[src/rtl/modulo_receptor_varredura_matriz_pkg.sv]
`default_nettype none
// ============================================================================
// Module : modulo_receptor_varredura_matriz_pkg
// Brief  : Shared constants, FSM encoding and index helpers for the matrix
//          scan receiver.
// Rev    : 1.0 - initial release
// ============================================================================
package modulo_receptor_varredura_matriz_pkg;

  localparam int N_COL   = 5;
  localparam int N_LINE  = 7;
  localparam int FRAME_W = 35;

  typedef enum logic [1:0] {
    SYNC_WAIT  = 2'd0,
    COL_SETTLE = 2'd1,
    COL_DONE   = 2'd2
  } state_t;

  // Frame bit for a given line/column; column 0 lands on the high end of each line group.
  function automatic int bit_index(input int line, input int col);
    return N_COL * line + (N_COL - 1 - col);
  endfunction

  function automatic logic [2:0] col_index(input logic [N_COL-1:0] col_sel);
    logic [2:0] idx;
    idx = '0;
    for (int i = 0; i < N_COL; i++) begin
      if (col_sel[i]) idx = 3'(N_COL - 1 - i);
    end
    return idx;
  endfunction

  function automatic logic is_one_hot(input logic [N_COL-1:0] v);
    return (v != '0) && ((v & (v - 1'b1)) == '0);
  endfunction

endpackage
`default_nettype wire

[src/rtl/modulo_receptor_varredura_matriz_sincronizador.sv]
`default_nettype none
// ============================================================================
// Module : modulo_sincronizador_2ff
// Brief  : Two-stage flip-flop synchroniser, parameterised width.
// Rev    : 1.0 - initial release
// ============================================================================
module modulo_sincronizador_2ff #(
  parameter int WIDTH = 1
) (
  input  logic             clk,
  input  logic             rst_n,
  input  logic [WIDTH-1:0] d,
  output logic [WIDTH-1:0] q
);

  logic [WIDTH-1:0] r_meta;
  logic [WIDTH-1:0] r_sync;

  always_ff @(posedge clk or negedge rst_n) begin
    if (!rst_n) begin
      r_meta <= '0;
      r_sync <= '0;
    end else begin
      r_meta <= d;
      r_sync <= r_meta;
    end
  end

  assign q = r_sync;

endmodule
`default_nettype wire

[src/rtl/modulo_receptor_varredura_matriz.sv]
`default_nettype none
// ============================================================================
// Module : modulo_receptor_varredura_matriz
// Brief  : Receive end of the 5x7 LED matrix scan; rebuilds 35-bit frames and
//          delivers them over valid/ack. Optional MATRIZ_RX_CHANGE_ONLY_EN
//          drops frames identical to the last delivered one.
// Rev    : 1.0 - initial release
// ============================================================================
module modulo_receptor_varredura_matriz
  import modulo_receptor_varredura_matriz_pkg::*;
#(
  parameter int SETTLE_CYC  = 2,
  parameter int TIMEOUT_CYC = 4096
) (
  input  logic               clk,
  input  logic               clr,
  input  logic [N_COL-1:0]   m_col,
  input  logic [N_LINE-1:0]  m_line,
  input  logic               frame_ack,
  output logic [FRAME_W-1:0] frame_out,
  output logic               frame_valid,
  output logic               scan_err,
  output logic               scan_lost,
  output logic               overrun
);

  localparam logic [15:0] c_to_max  = 16'(TIMEOUT_CYC);
  localparam logic [15:0] c_to_last = 16'(TIMEOUT_CYC - 1);
  localparam logic        c_settle_imm = (SETTLE_CYC <= 1);

  logic [N_COL-1:0]   w_col_s;
  logic [N_LINE-1:0]  w_line_s;

  modulo_sincronizador_2ff #(.WIDTH(N_COL)) u_sync_col (
    .clk(clk), .rst_n(clr), .d(m_col), .q(w_col_s)
  );

  modulo_sincronizador_2ff #(.WIDTH(N_LINE)) u_sync_line (
    .clk(clk), .rst_n(clr), .d(m_line), .q(w_line_s)
  );

  state_t             r_state;
  logic [2:0]         r_idx;
  logic [4:0]         r_settle;
  logic [FRAME_W-1:0] r_buf;
  logic               r_complete;
  logic [N_COL-1:0]   r_col_prev;
  logic [15:0]        r_to_cnt;
  logic [FRAME_W-1:0] r_frame_out;
  logic               r_frame_valid;
  logic               r_scan_err;
  logic               r_scan_lost;
  logic               r_overrun;

  logic               w_blank, w_valid, w_illegal, w_same, w_adv;
  logic               w_err, w_enter, w_latch, w_settled, w_new_valid, w_timeout_hit, w_dup;
  logic [2:0]         w_c;
  logic [FRAME_W-1:0] w_slot_buf;

  assign w_blank   = (w_col_s == '0);
  assign w_valid   = is_one_hot(w_col_s);
  assign w_illegal = !w_blank && !w_valid;
  assign w_c       = col_index(w_col_s);
  assign w_same    = w_valid && (w_c == r_idx);
  // Successor of the last latched column; after column 4 a fresh column 0 starts the next frame.
  assign w_adv     = w_valid && (r_state == COL_DONE) &&
                     (((r_idx != 3'd4) && (w_c == r_idx + 3'd1)) ||
                      ((r_idx == 3'd4) && (w_c == 3'd0)));
  assign w_err     = (r_state != SYNC_WAIT) && (w_illegal || (w_valid && !w_same && !w_adv));
  assign w_enter   = (w_valid && (w_c == 3'd0) && ((r_state == SYNC_WAIT) || w_err)) || w_adv;
  assign w_settled = (int'(r_settle) + 1 >= SETTLE_CYC);
  assign w_latch   = ((r_state == COL_SETTLE) && w_same && w_settled) || (w_enter && c_settle_imm);

  assign w_new_valid   = w_valid && (w_col_s != r_col_prev);
  assign w_timeout_hit = (r_to_cnt == c_to_last) && !w_new_valid;

  always_comb begin
    w_slot_buf = r_buf;
    for (int l = 0; l < N_LINE; l++) begin
      w_slot_buf[6'(bit_index(l, int'(w_c)))] = ~w_line_s[l];
    end
  end

`ifdef MATRIZ_RX_CHANGE_ONLY_EN
  logic r_delivered;
  assign w_dup = r_delivered && (r_buf == r_frame_out);
`else
  assign w_dup = 1'b0;
`endif

  always_ff @(posedge clk or negedge clr) begin
    if (!clr) begin
      r_state       <= SYNC_WAIT;
      r_idx         <= '0;
      r_settle      <= '0;
      r_buf         <= '0;
      r_complete    <= 1'b0;
      r_col_prev    <= '0;
      r_to_cnt      <= '0;
      r_frame_out   <= '0;
      r_frame_valid <= 1'b0;
      r_scan_err    <= 1'b0;
      r_scan_lost   <= 1'b0;
      r_overrun     <= 1'b0;
`ifdef MATRIZ_RX_CHANGE_ONLY_EN
      r_delivered   <= 1'b0;
`endif
    end else begin
      r_scan_err <= 1'b0;
      r_complete <= 1'b0;
      r_col_prev <= w_col_s;

      if (w_new_valid)            r_to_cnt <= '0;
      else if (r_to_cnt != c_to_max) r_to_cnt <= r_to_cnt + 16'd1;

      if (w_timeout_hit) begin
        r_scan_lost <= 1'b1;
        r_state     <= SYNC_WAIT;
        r_buf       <= '0;
        r_settle    <= '0;
      end else begin
        if ((r_state == COL_SETTLE) && !w_err) begin
          if (w_same)       r_settle <= r_settle + 5'd1;
          else if (w_blank) r_settle <= '0;
        end
        if (w_err) begin
          r_scan_err <= 1'b1;
          r_buf      <= '0;
          r_state    <= SYNC_WAIT;
        end
        if (w_enter) begin
          r_state  <= COL_SETTLE;
          r_idx    <= w_c;
          r_settle <= 5'd1;
        end
        if (w_latch) begin
          r_buf      <= w_slot_buf;
          r_state    <= COL_DONE;
          r_idx      <= w_c;
          r_complete <= (w_c == 3'd4);
          if (w_c == 3'd0) r_scan_lost <= 1'b0;
        end
      end

      // A completion in the ack cycle replaces the frame rather than clearing valid.
      if (r_complete && !w_dup) begin
        if (!r_frame_valid || frame_ack) begin
          r_frame_out   <= r_buf;
          r_frame_valid <= 1'b1;
`ifdef MATRIZ_RX_CHANGE_ONLY_EN
          r_delivered   <= 1'b1;
`endif
        end else begin
          r_overrun <= 1'b1;
        end
      end else if (frame_ack) begin
        r_frame_valid <= 1'b0;
      end
    end
  end

  assign frame_out   = r_frame_out;
  assign frame_valid = r_frame_valid;
  assign scan_err    = r_scan_err;
  assign scan_lost   = r_scan_lost;
  assign overrun     = r_overrun;

endmodule
`default_nettype wire

[config.mk]
export PLATFORM = sky130hd
export DESIGN_NAME = modulo_receptor_varredura_matriz
export DESIGN_NICKNAME = d
export VERILOG_FILES = /design/src/rtl/modulo_receptor_varredura_matriz_pkg.sv /design/src/rtl/modulo_receptor_varredura_matriz_sincronizador.sv /design/src/rtl/modulo_receptor_varredura_matriz.sv
export SDC_FILE = /design/constraint.sdc
export NUM_CORES = 1
export LEC_CHECK = 0
export BUFFER_PORTS_ARGS = -buffer_cell sky130_fd_sc_hd__buf_4
export CORE_MARGIN = 3
export CORE_UTILIZATION = 62
export DETAILED_ROUTE_END_ITERATION = 8
export PLACE_DENSITY = 0.81
export REMOVE_ABC_BUFFERS = 1
export SLEW_MARGIN = 20
export SYNTH_ARGS = -nofsm -noshare
export SYNTH_HDL_FRONTEND = slang
export SYNTH_HIERARCHICAL = 1
export SYNTH_SLANG_ARGS = --single-unit
[constraint.sdc]
create_clock -name clk -period 11.1 [get_ports clk]
set_clock_uncertainty 0.15 [all_clocks]
set_input_delay 1.11 -clock clk [delete_from_list [all_inputs] [get_ports clk]]
set_output_delay 1.11 -clock clk [all_outputs]
set_load 0.01 [all_outputs]
# After elaboration in Yosys (flattened, before gate mapping)
# Cells that the tools add are included.
# totals
out_inout_bits	39
in_bits	15
register_bits	130
wordCells	173
# classes
eq_ne	11
n_addsub	12
reduce_logical	57
order_cmp	15
mux	52
bitwise_logic	10
# op_table
operator	n
bitwise mux 35 bit	7
2-to-1 mux 35 bit	3
< comparator 6 x 8 -> 1 bit, second input constant	6
demux 1 bit (select 6 bit)	7
greater-or-equal comparator 6 x 1 -> 1 bit, second input constant	6
2-to-1 mux 16 bit	2
2-to-1 mux 5 bit	5
logical AND 1 bit	24
2-to-1 mux 3 bit	7
adder 6 x 4 -> 6 bit, first input constant	3
2-to-1 mux 1 bit	17
adder 16 x 1 -> 16 bit, second input constant	1
equality test 16 x 12 -> 1 bit, second input constant	1
inequality test 16 x 13 -> 1 bit, second input constant	1
adder 5 x 4 -> 6 bit, first input constant	2
AND reduction 2 bit	6
nonzero test 2 bit	6
zero test 5 bit	2
inverter 1 bit	9
< comparator 4 x 8 -> 1 bit, second input constant	1
2-to-1 mux 2 bit	4
nonzero test 4 bit	2
zero test 1 bit	7
adder 5 x 1 -> 6 bit, second input constant	1
other kinds (20)	27

# Longest topological paths before layout
# Gate-level depths: netlist of run 1.
# depth
depth_word	19
mapped_depth	18
mapped_depth_nobuf	14

# Modules after synthesis
# The synthesis of run 1 kept the hierarchy.
# modules_own_cells
module	instances	area_per_inst_um2	seq_area_each_um2	cells_each
modulo_receptor_varredura_matriz	1	7724.9	2652.5	874
modulo_sincronizador_2ff at u_sync_line	1	350.3	350.3	14
modulo_sincronizador_2ff at u_sync_col	1	250.2	250.2	10

# Worst setup path after synthesis of run 1
# OpenSTA, ideal clock, no wires.
# synth_path
kind	flip-flop to flip-flop
startpoint	register u_sync_col.r_sync[3], in the netlist u_sync_col/q[3]
endpoint	register r_buf[22]
slack_ns	6.533
arrival_time_ns	4.295
path_stages_with_launch	17
setup_time_ns	0.122
synth_period_minus_slack_ns	4.567
n_path_buf	5
required_ns	10.828
path_cell_list	dfrtp_1 -> buf_2 -> buf_4 -> o21ai_2 -> buf_2 -> buf_1 -> ha_1 -> ha_1 -> inv_1 -> ha_1 -> clkbuf_1 -> o21ai_0 -> a2111oi_1 -> a22o_1 -> a21oi_1 -> a221o_1 -> a32o_1
# synth_between
elab_chain_cells	16
word_cells_on_any_way	84
classes_between	add/sub (8); order compare (14); eq/ne (3); mux (25); bitwise (1); reduce/logical (33)
# synth_lines
item	line	text
from (decl)	modulo_receptor_varredura_matriz_sincronizador.sv:17	logic [WIDTH-1:0] r_sync;
from (signal assigned)	modulo_receptor_varredura_matriz_sincronizador.sv:25	r_sync <= r_meta;
2-to-1 mux 3 bit (2 in a row)	modulo_receptor_varredura_matriz_pkg.sv:29	if (col_sel[i]) idx = 3'(N_COL - 1 - i);
subtractor 3 x 3 -> 4 bit	modulo_receptor_varredura_matriz_pkg.sv:22	return N_COL * line + (N_COL - 1 - col);
adder 4 x 4 -> 5 bit (tied with other cells)	modulo_receptor_varredura_matriz_pkg.sv:22	
< comparator 6 x 8 -> 1 bit (not written as such) (tied with other cells)	modulo_receptor_varredura_matriz.sv:80	w_slot_buf[6'(bit_index(l, int'(w_c)))] = ~w_line_s[l];
logical AND 1 bit (not written as such) / 2-to-1 mux 1 bit (equally long branches)	modulo_receptor_varredura_matriz.sv:80	
2-to-1 mux 1 bit (not written as such) / demux 1 bit (select 6 bit) (equally long branches)	modulo_receptor_varredura_matriz.sv:80	
demux 1 bit (select 6 bit) / bitwise mux 35 bit (equally long branches)	modulo_receptor_varredura_matriz.sv:80	
bitwise mux 35 bit (6 in a row)	modulo_receptor_varredura_matriz.sv:80	
2-to-1 mux 35 bit	modulo_receptor_varredura_matriz.sv:136	if (w_latch) begin
2-to-1 mux 35 bit	modulo_receptor_varredura_matriz.sv:116	if (w_timeout_hit) begin
to (signal assigned)	modulo_receptor_varredura_matriz.sv:137	r_buf <= w_slot_buf;
to (decl)	modulo_receptor_varredura_matriz.sv:45	logic [FRAME_W-1:0] r_buf;
# Parallel ways exist; a longest one is shown, timed or not.
# A chain may end at the register's enable or synchronous reset.

# Final worst setup path of run 1
# layout_path
startpoint	register u_sync_col.r_sync[4], in the netlist u_sync_col/q[4]
endpoint	register r_buf[22]
# layout_between
elab_chain_cells	15
word_cells_on_any_way	83
classes_between	add/sub (8); order compare (14); eq/ne (3); mux (24); bitwise (1); reduce/logical (33)
# layout_lines
item	line
2-to-1 mux 3 bit	modulo_receptor_varredura_matriz_pkg.sv:29
subtractor 3 x 3 -> 4 bit	modulo_receptor_varredura_matriz_pkg.sv:22
adder 4 x 4 -> 5 bit (tied with other cells)	modulo_receptor_varredura_matriz_pkg.sv:22
< comparator 6 x 8 -> 1 bit (not written as such) (tied with other cells)	modulo_receptor_varredura_matriz.sv:80
logical AND 1 bit (not written as such) / 2-to-1 mux 1 bit (equally long branches)	modulo_receptor_varredura_matriz.sv:80
2-to-1 mux 1 bit (not written as such) / demux 1 bit (select 6 bit) (equally long branches)	modulo_receptor_varredura_matriz.sv:80
demux 1 bit (select 6 bit) / bitwise mux 35 bit (equally long branches)	modulo_receptor_varredura_matriz.sv:80
bitwise mux 35 bit (6 in a row)	modulo_receptor_varredura_matriz.sv:80
2-to-1 mux 35 bit	modulo_receptor_varredura_matriz.sv:136
2-to-1 mux 35 bit	modulo_receptor_varredura_matriz.sv:116
# Parallel ways exist; a longest one is shown, timed or not.

==> impl_metrics.tcl, run 1 <==
set metrics [dict create \
    synthTopCellsByArea "dfrtp_1, mux2_2, nand2_1, ha_1, nor2_1" \
    post-place-ws_ns 5.472 \
    antenna_cells 0 \
    wire_per_inst_microns 26.71 \
    dieWidth_microns 121.9 \
    ys_async_sr_fraction_pct 100.0 \
    dpl.hpwl_mm 19.81 \
    critical_path_class "flip-flop to flip-flop" \
    hold_ws_ns 0.1985 \
    start_kind "flip-flop" \
    h-tree-depth 4 \
    hold_class "flip-flop to flip-flop" \
    syn_inst 898 \
    r2r_slack_ns 5.25 \
    portBuffers 53 \
    cts_buffer_depth 2 \
    gr-total-overflow 0 \
    routed_wl_mm 29.81 \
    syn_area_sq_um 8325 \
    fin_ws_ns 5.247 \
    synth.most_common_cell "dfrtp_1" \
    cellLeakagePower_uw 0.003989 \
    cts_tree "built" \
    clk_pin_slew_ns 0.06 \
    multiInputGateArea_sq_um 4716 \
    min_period_over_period_pct 52.73 \
    cts.repair.resized 0 \
    relSlewSlack_pct 17.09 \
    setup_viol 0 \
    synthToLayoutAreaGrowth_pct 12.73 \
    yosys.area.top_type "dfrtp_1" \
    die_h_microns 121.9 \
    max-vdd-ir-drop_uv 138.3 \
    p_per_area_nw_per_um2 162.2 \
    root_buffer "clkbuf_16" \
    remaining_drc_errors 0 \
    rows 41 \
    maxCapViolCount 0 \
    ant_nets 0 \
    endpoint_kind "flip-flop" \
    die_area_sq_um 14850 \
    layout-drive-gt1-share_pct 17.16 \
    grt_pass1_wl_mm 45.89 \
    first_iter_violations 1522 \
    synth_edf_count 0 \
    grt_util_all_layers_pct 40.95 \
    synthFlopType "dfrtp_1" \
    yosys_warnings 6 \
    grt_pass1_vias 8112 \
    rsz0062_at_grt "false" \
    finalSetupTns_ns 0 \
    clkLatencyLatePin_ns 0.44 \
    cts_hold_buf 0 \
    antenna_found_initial 0 \
    fill_cells 888 \
    hold_viol_final 0 \
    max_freq_ghz 0.1708 \
    layout_min_cycle_time_ns 5.853 \
    yosysSeqAreaShare_pct 39.07 \
    ff_latch_area_sq_um 3253 \
    worstPathMaxFanout 28 \
    nets 968 \
    core_sq_um 12880 \
    crit_required_ns 11.27 \
    numCtsBuffers 17 \
    start_util_pct 64.66 \
    crit_arrival_ns 6.03 \
    drt_pass1_iterations 8 \
    synth.top_cell.area_share_pct 39.07 \
    post_cts_buffers 0 \
    synth_cell_types 91 \
    drv_slew 0 \
    synth_common_cells "dfrtp_1, nand2_1, nor2_1" \
    vias 8338 \
    avgViaCountPerCell 7.471 \
    grt_max_degree 75 \
    num_io_pins 54 \
    cts.sinks 130 \
    tightest_slew_ns 1.238 \
    status "finished, final reports clean" \
    synth-seq-cells 130 \
    gp_congestion 1.044 \
    avgSynthCellArea_sq_um 9.271 \
]
[layout by cell type (no fill, tap or decap), types with 6 or more instances in the layout]
master	n
o22ai_1	20
nor2b_1	10
clkbuf_16	17
a221oi_1	9
a211oi_1	6
a32o_1	14
nand3_1	42
nor4b_1	8
a22oi_1	7
nand2_1	85
ha_1	22
o21ai_0	44
nor2_1	66
o32ai_1	8
and2_1	9
and3_1	8
a21oi_1	30
buf_4	66
a31oi_1	7
mux2_2	39
conb_1	9
nor3_1	21
nand3b_1	6
o211ai_1	12
mux2i_1	13
o2bb2ai_1	6
nand4_1	13
xnor2_1	7
a22o_1	13
inv_6	7
nand2b_1	15
nor4_1	6
inv_1	21
dfrtp_1	130
xor2_1	10
nor3b_1	6
or3_1	9
o221ai_1	10
[cells by family (layout without fill, tap and decap cells)]
logic type               Yosys count  count (layout)  share of synthesized area [%]
other                              2               9                        0.09020
buffers and inverters             86             125                          4.659
XOR/XNOR                          17              17                          1.788
multiplexers                      53              53                          6.973
AO/OA/AOI/OAI                    253             253                          22.69
AND/OR/NAND/NOR                  334             334                          21.30
adder cells (fa/ha/maj)           23              23                          3.426
flip-flops                       130             130                          39.07
[registers in the layout, indices dropped and copies added (netlist names), 5 cells and up]
| signal | count |
|---|---|
| r_col_prev | 5 |
| u_sync_col/r_meta | 5 |
| frame_out | 35 |
| u_sync_line/q | 7 |
| r_settle | 5 |
| r_buf | 35 |
| u_sync_col/q | 5 |
| u_sync_line/r_meta | 7 |
| r_to_cnt | 16 |
[stage by stage]
stage               cell area (sq um)  total power [uW]  std cells  utilization [%]
global placement                 8776             914.6       1083            68.16
CTS                              9380              1499       1116            72.85
finish                           9385              1523       1116            72.89
floorplan                        8061             793.7        845                -
detailed placement               8783             929.3       1084            68.21
global route                     9385              1568       1116            72.89
[where the power goes]
group,internal (uW),switching [uW]
Combinational,128,267
Clock,337,237
Sequential,506,47.5
Total,971,551
[worst max-delay path: stages, from the launching register on]
cell,delay [ns]
dfrtp_1,0.93
inv_2,0.14
o21ai_2,0.09
buf_4,0.33
ha_1,0.36
ha_1,0.68
inv_1,0.34
ha_1,0.73
o21ai_0,0.35
a2111oi_1,0.81
a22o_1,0.26
a21oi_1,0.05
a221o_1,0.27
a32o_1,0.24
[layout make-up]
type / count / share of cell area (%)
multi-input combinational: 689 / 50.25
sequential: 130 / 34.66
timing repair buffer: 67 / 5.399
clock buffer: 17 / 4.533
tap: 172 / 2.293
clock inverter: 15 / 1.826
inverter: 26 / 1.040
[final timing paths]
kind | startpoint | to | cells after the start
max | u_sync_col/q[4] | r_buf[22] | 13
min | u_sync_line/r_meta[1] | u_sync_line/q[1] | 0
max reg2reg | u_sync_col/q[4] | r_buf[22] | 13
min reg2reg | u_sync_line/r_meta[1] | u_sync_line/q[1] | 0
max in group asynchronous | clr | frame_out[31] | 2
min in group asynchronous | clr | r_to_cnt[3] | 1
[routing by layer]
metal	part of all wire [%]	global-route usage (%)
met5	0	0
met3	13	11.05
met4	5.5	22.13
met2	44	62.33
met1	38	53.46
No activity file was read; power rests on OpenSTA's default activity.
==> inputs of run 2 (changes only) <==
--- a/config.mk
+++ b/config.mk
@@ -5,11 +5,12 @@
 export SDC_FILE = /design/constraint.sdc
 export NUM_CORES = 1
 export LEC_CHECK = 0
+export ABC_AREA = 1
 export BUFFER_PORTS_ARGS = -buffer_cell sky130_fd_sc_hd__buf_4
 export CORE_MARGIN = 3
-export CORE_UTILIZATION = 62
+export CORE_UTILIZATION = 56
 export DETAILED_ROUTE_END_ITERATION = 8
-export PLACE_DENSITY = 0.81
+export PLACE_DENSITY = 0.77
 export REMOVE_ABC_BUFFERS = 1
 export SLEW_MARGIN = 20
 export SYNTH_ARGS = -nofsm -noshare
==> constraint.sdc (replaced) <==
create_clock -name clk -period 4.8 [get_ports clk]
set_clock_uncertainty 0.15 [all_clocks]
set_input_delay 0.48 -clock clk [delete_from_list [all_inputs] [get_ports clk]]
set_output_delay 0.48 -clock clk [all_outputs]
set_load 0.01 [all_outputs]
==> run 2 against run 1 <==
Area after synthesis increased by 2.0%. Non-clock buffer count rose by 8. Core utilization shrank 6.6 points. Combinational power increased by 95%. Fmax rose by 49%. Cell count grew 30%. Count of clock-buffer cells in the layout did not move. Critical path depth up 3. Global-route usage decreased by 9.1 points. Register-to-register slack lost 4.4 ns. Die area increased by 12%. Worst setup slack worse by 4.4 ns. Critical path type unchanged. Largest cell class unchanged. Largest power group unchanged. Highest routed layer unchanged.
==> impl_metrics.tcl, run 2 <==
set metrics [dict create \
    endpoint_kind "flip-flop" \
    vias 8383 \
    final_cell_mix "nand2_1, nor2_1, inv_1" \
    ant_nets 0 \
    syn_inst 1194 \
    wire_per_inst_microns 17.90 \
    avgSynthCellArea_sq_um 7.113 \
    grt_util_all_layers_pct 31.87 \
    first_iter_violations 941 \
    synth_common_cells "nand2_1, nor2_1, inv_1" \
    grt_max_degree 87 \
    gp_congestion 0.9982 \
    dpl.hpwl_mm 18.40 \
    ys_async_sr_fraction_pct 100.0 \
    numCtsBuffers 17 \
    synth.top_cell.area_share_pct 38.30 \
    rows 44 \
    setup_viol 0 \
    synth_edf_count 0 \
    avgViaCountPerCell 5.758 \
    yosys_warnings 6 \
    cts_buffer_depth 2 \
    remaining_drc_errors 0 \
    antenna_found_initial 0 \
    max-vdd-ir-drop_uv 259.9 \
    synthAdderAreaFrac_pct 3.241 \
    antenna_cells 0 \
    tightest_slew_ns 0.9245 \
    h-tree-depth 4 \
    cts.repair.resized 0 \
    syn_area_sq_um 8493 \
    worstPathCellList "inv_2 -> nand2_1 -> nand2_2 -> ha_1 -> ha_1 -> inv_1 -> ha_1 -> inv_1 -> o21ai_0 -> nand3_1 -> nor2_1 -> nor2_1 -> nand3_1 -> nor2_1 -> o21ai_0 -> nand2_1" \
    status "finished, final reports clean" \
    die_area_sq_um 16680 \
    yosys.area.top_type "dfrtp_1" \
    cellLeakagePower_uw 0.005030 \
    drv_slew 0 \
    fill_cells 1310 \
    dieWidth_microns 129.2 \
    yosysSeqAreaShare_pct 38.30 \
    cts_hold_buf 10 \
    cts_tree "built" \
    die_h_microns 129.2 \
    synth_cell_types 48 \
    synthMuxAreaShare_pct 4.375 \
    synth-seq-cells 130 \
    min_period_over_period_pct 81.98 \
    synthFlopType "dfrtp_1" \
    synth_simple_gate_area_share_pct 33.59 \
    start_util_pct 57.78 \
    grt_pass1_wl_mm 41.10 \
    crit_required_ns 4.97 \
    max_freq_ghz 0.2541 \
    layout-drive-gt1-share_pct 12.58 \
    crit_slowest_cell "dfrtp_1" \
    yosys.area_share.xor_xnor_pct 1.134 \
    grt_pass1_vias 7685 \
    gr-total-overflow 0 \
    drt_pass1_iterations 6 \
    maxCapViolCount 0 \
    p_per_area_nw_per_um2 334.6 \
    synthTopCellsByArea "dfrtp_1, nand2_1, nor2_1, inv_1, nand3_1" \
    clk_pin_slew_ns 0.06 \
    root_buffer "clkbuf_16" \
    synth_top_family_by_area "simple AND/OR/NAND/NOR gates" \
    critical_path_class "flip-flop to flip-flop" \
    critPathMaxStageDelay_ns 0.51 \
    synth_compound_area_share_pct 10.80 \
    core_sq_um 14700 \
    power.total_uw 3262 \
    start_kind "flip-flop" \
    rsz0062_at_grt "false" \
    synthToLayoutAreaGrowth_pct 14.79 \
    hold_viol_final 0 \
    layout_min_cycle_time_ns 3.935 \
    portBuffers 53 \
    routed_wl_mm 26.06 \
    critical_path_buf_inv_count 3 \
    worstPathMaxFanout 10 \
    hold_class "primary input to flip-flop" \
    cts.sinks 130 \
    cp_top_family "simple AND/OR/NAND/NOR gates" \
    crit_arrival_ns 4.10 \
    post_cts_buffers 0 \
    relSlewSlack_pct 38.37 \
    finalSetupTns_ns 0 \
    clkLatencyLatePin_ns 0.43 \
    num_io_pins 54 \
    nets 1296 \
    synth.most_common_cell "nand2_1" \
    final_common_cell "nand2_1" \
]
-- run 2: changes by cell type in the layout (fill, tap and decap cells not counted), moves of 13 or more --
cell	delta
nand3_1	+51
dlygate4sd3_1	+13
o21ai_0	+19
inv_1	+116
a22o_1	-13
a32o_1	-14
a21oi_1	+16
nand2b_1	-15
mux2i_1	-13
nor2_1	+90
nand2_1	+226
-- run 2: layer usage --
layer | vias up | global-route usage [%] | share of wire [%]
li1 | 4031 | - | -
met1 | 3866 | 46.45 | 45
met2 | 436 | 47.74 | 43
met3 | 50 | 7.007 | 9.4
met4 | 0 | 9.574 | 2.2
met5 | - | 0 | 0
-- run 2: cell families after synthesis --
family	Yosys count
simple gates	652
buf+inv	181
compound gates	163
flops	130
mux	33
fa+ha+maj	22
xor+xnor	11
other cells	2
-- run 2: final timing paths --
check	startpoint	to	slack (ns)	cells past startpoint
max in group asynchronous	clr	u_sync_line/q[2]	2.93	3
hold / removal	frame_ack	frame_valid	0.18	4
hold reg to reg	u_sync_col/r_meta[1]	u_sync_col/q[1]	0.20	0
setup reg to reg	u_sync_col/q[3]	r_buf[11]	0.86	16
min in group asynchronous	clr	r_to_cnt[15]	0.55	2
setup / recovery	u_sync_col/q[3]	r_buf[11]	0.86	16
-- run 2: final cells by class --
class | instances | area, sq um | area share, %
Clock buffer | 17 | 425.4 | 4.363
Multi-Input combinational cell | 890 | 4547 | 46.64
Inverter | 145 | 546.8 | 5.608
Sequential cell | 130 | 3253 | 33.37
Clock inverter | 15 | 147.6 | 1.514
Timing Repair Buffer | 75 | 599.3 | 6.147
Tap cell | 184 | 230.2 | 2.361
-- run 2: worst reg2reg max path, cell delays in order (launching register included) --
cell and delay, ns:
dfrtp_1 0.51, inv_2 0.11, nand2_1 0.12, nand2_2 0.07, ha_1 0.29, ha_1 0.32, inv_1 0.22, ha_1 0.36
inv_1 0.09, o21ai_0 0.28, nand3_1 0.51, nor2_1 0.34, nor2_1 0.08, nand3_1 0.07, nor2_1 0.05, o21ai_0 0.18
nand2_1 0.08
-- run 2: report_power, final --
part	internal [uW]	leakage [uW]	total (uW)	switching (uW)
logic	222	0.00302	769	546
registers	1160	0.00174	1220	58.7
clock network	726	0.000274	1270	549
-- run 2: metrics by stage --
stage | hold WS, ns | util [%] | worst slack (ns) | cell area (sq um) | cells
floorplan | 0.03441 | - | 1.357 | 8347 | 1165
global route | 0.2010 | 66.33 | 0.5660 | 9749 | 1456
detailed placement | 0.1847 | 61.54 | 0.9474 | 9046 | 1411
global placement | 0.1821 | 61.54 | 1.095 | 9046 | 1411
finish | 0.1754 | 66.33 | 0.8649 | 9749 | 1456
CTS | 0.0002043 | 66.12 | 0.9290 | 9719 | 1453
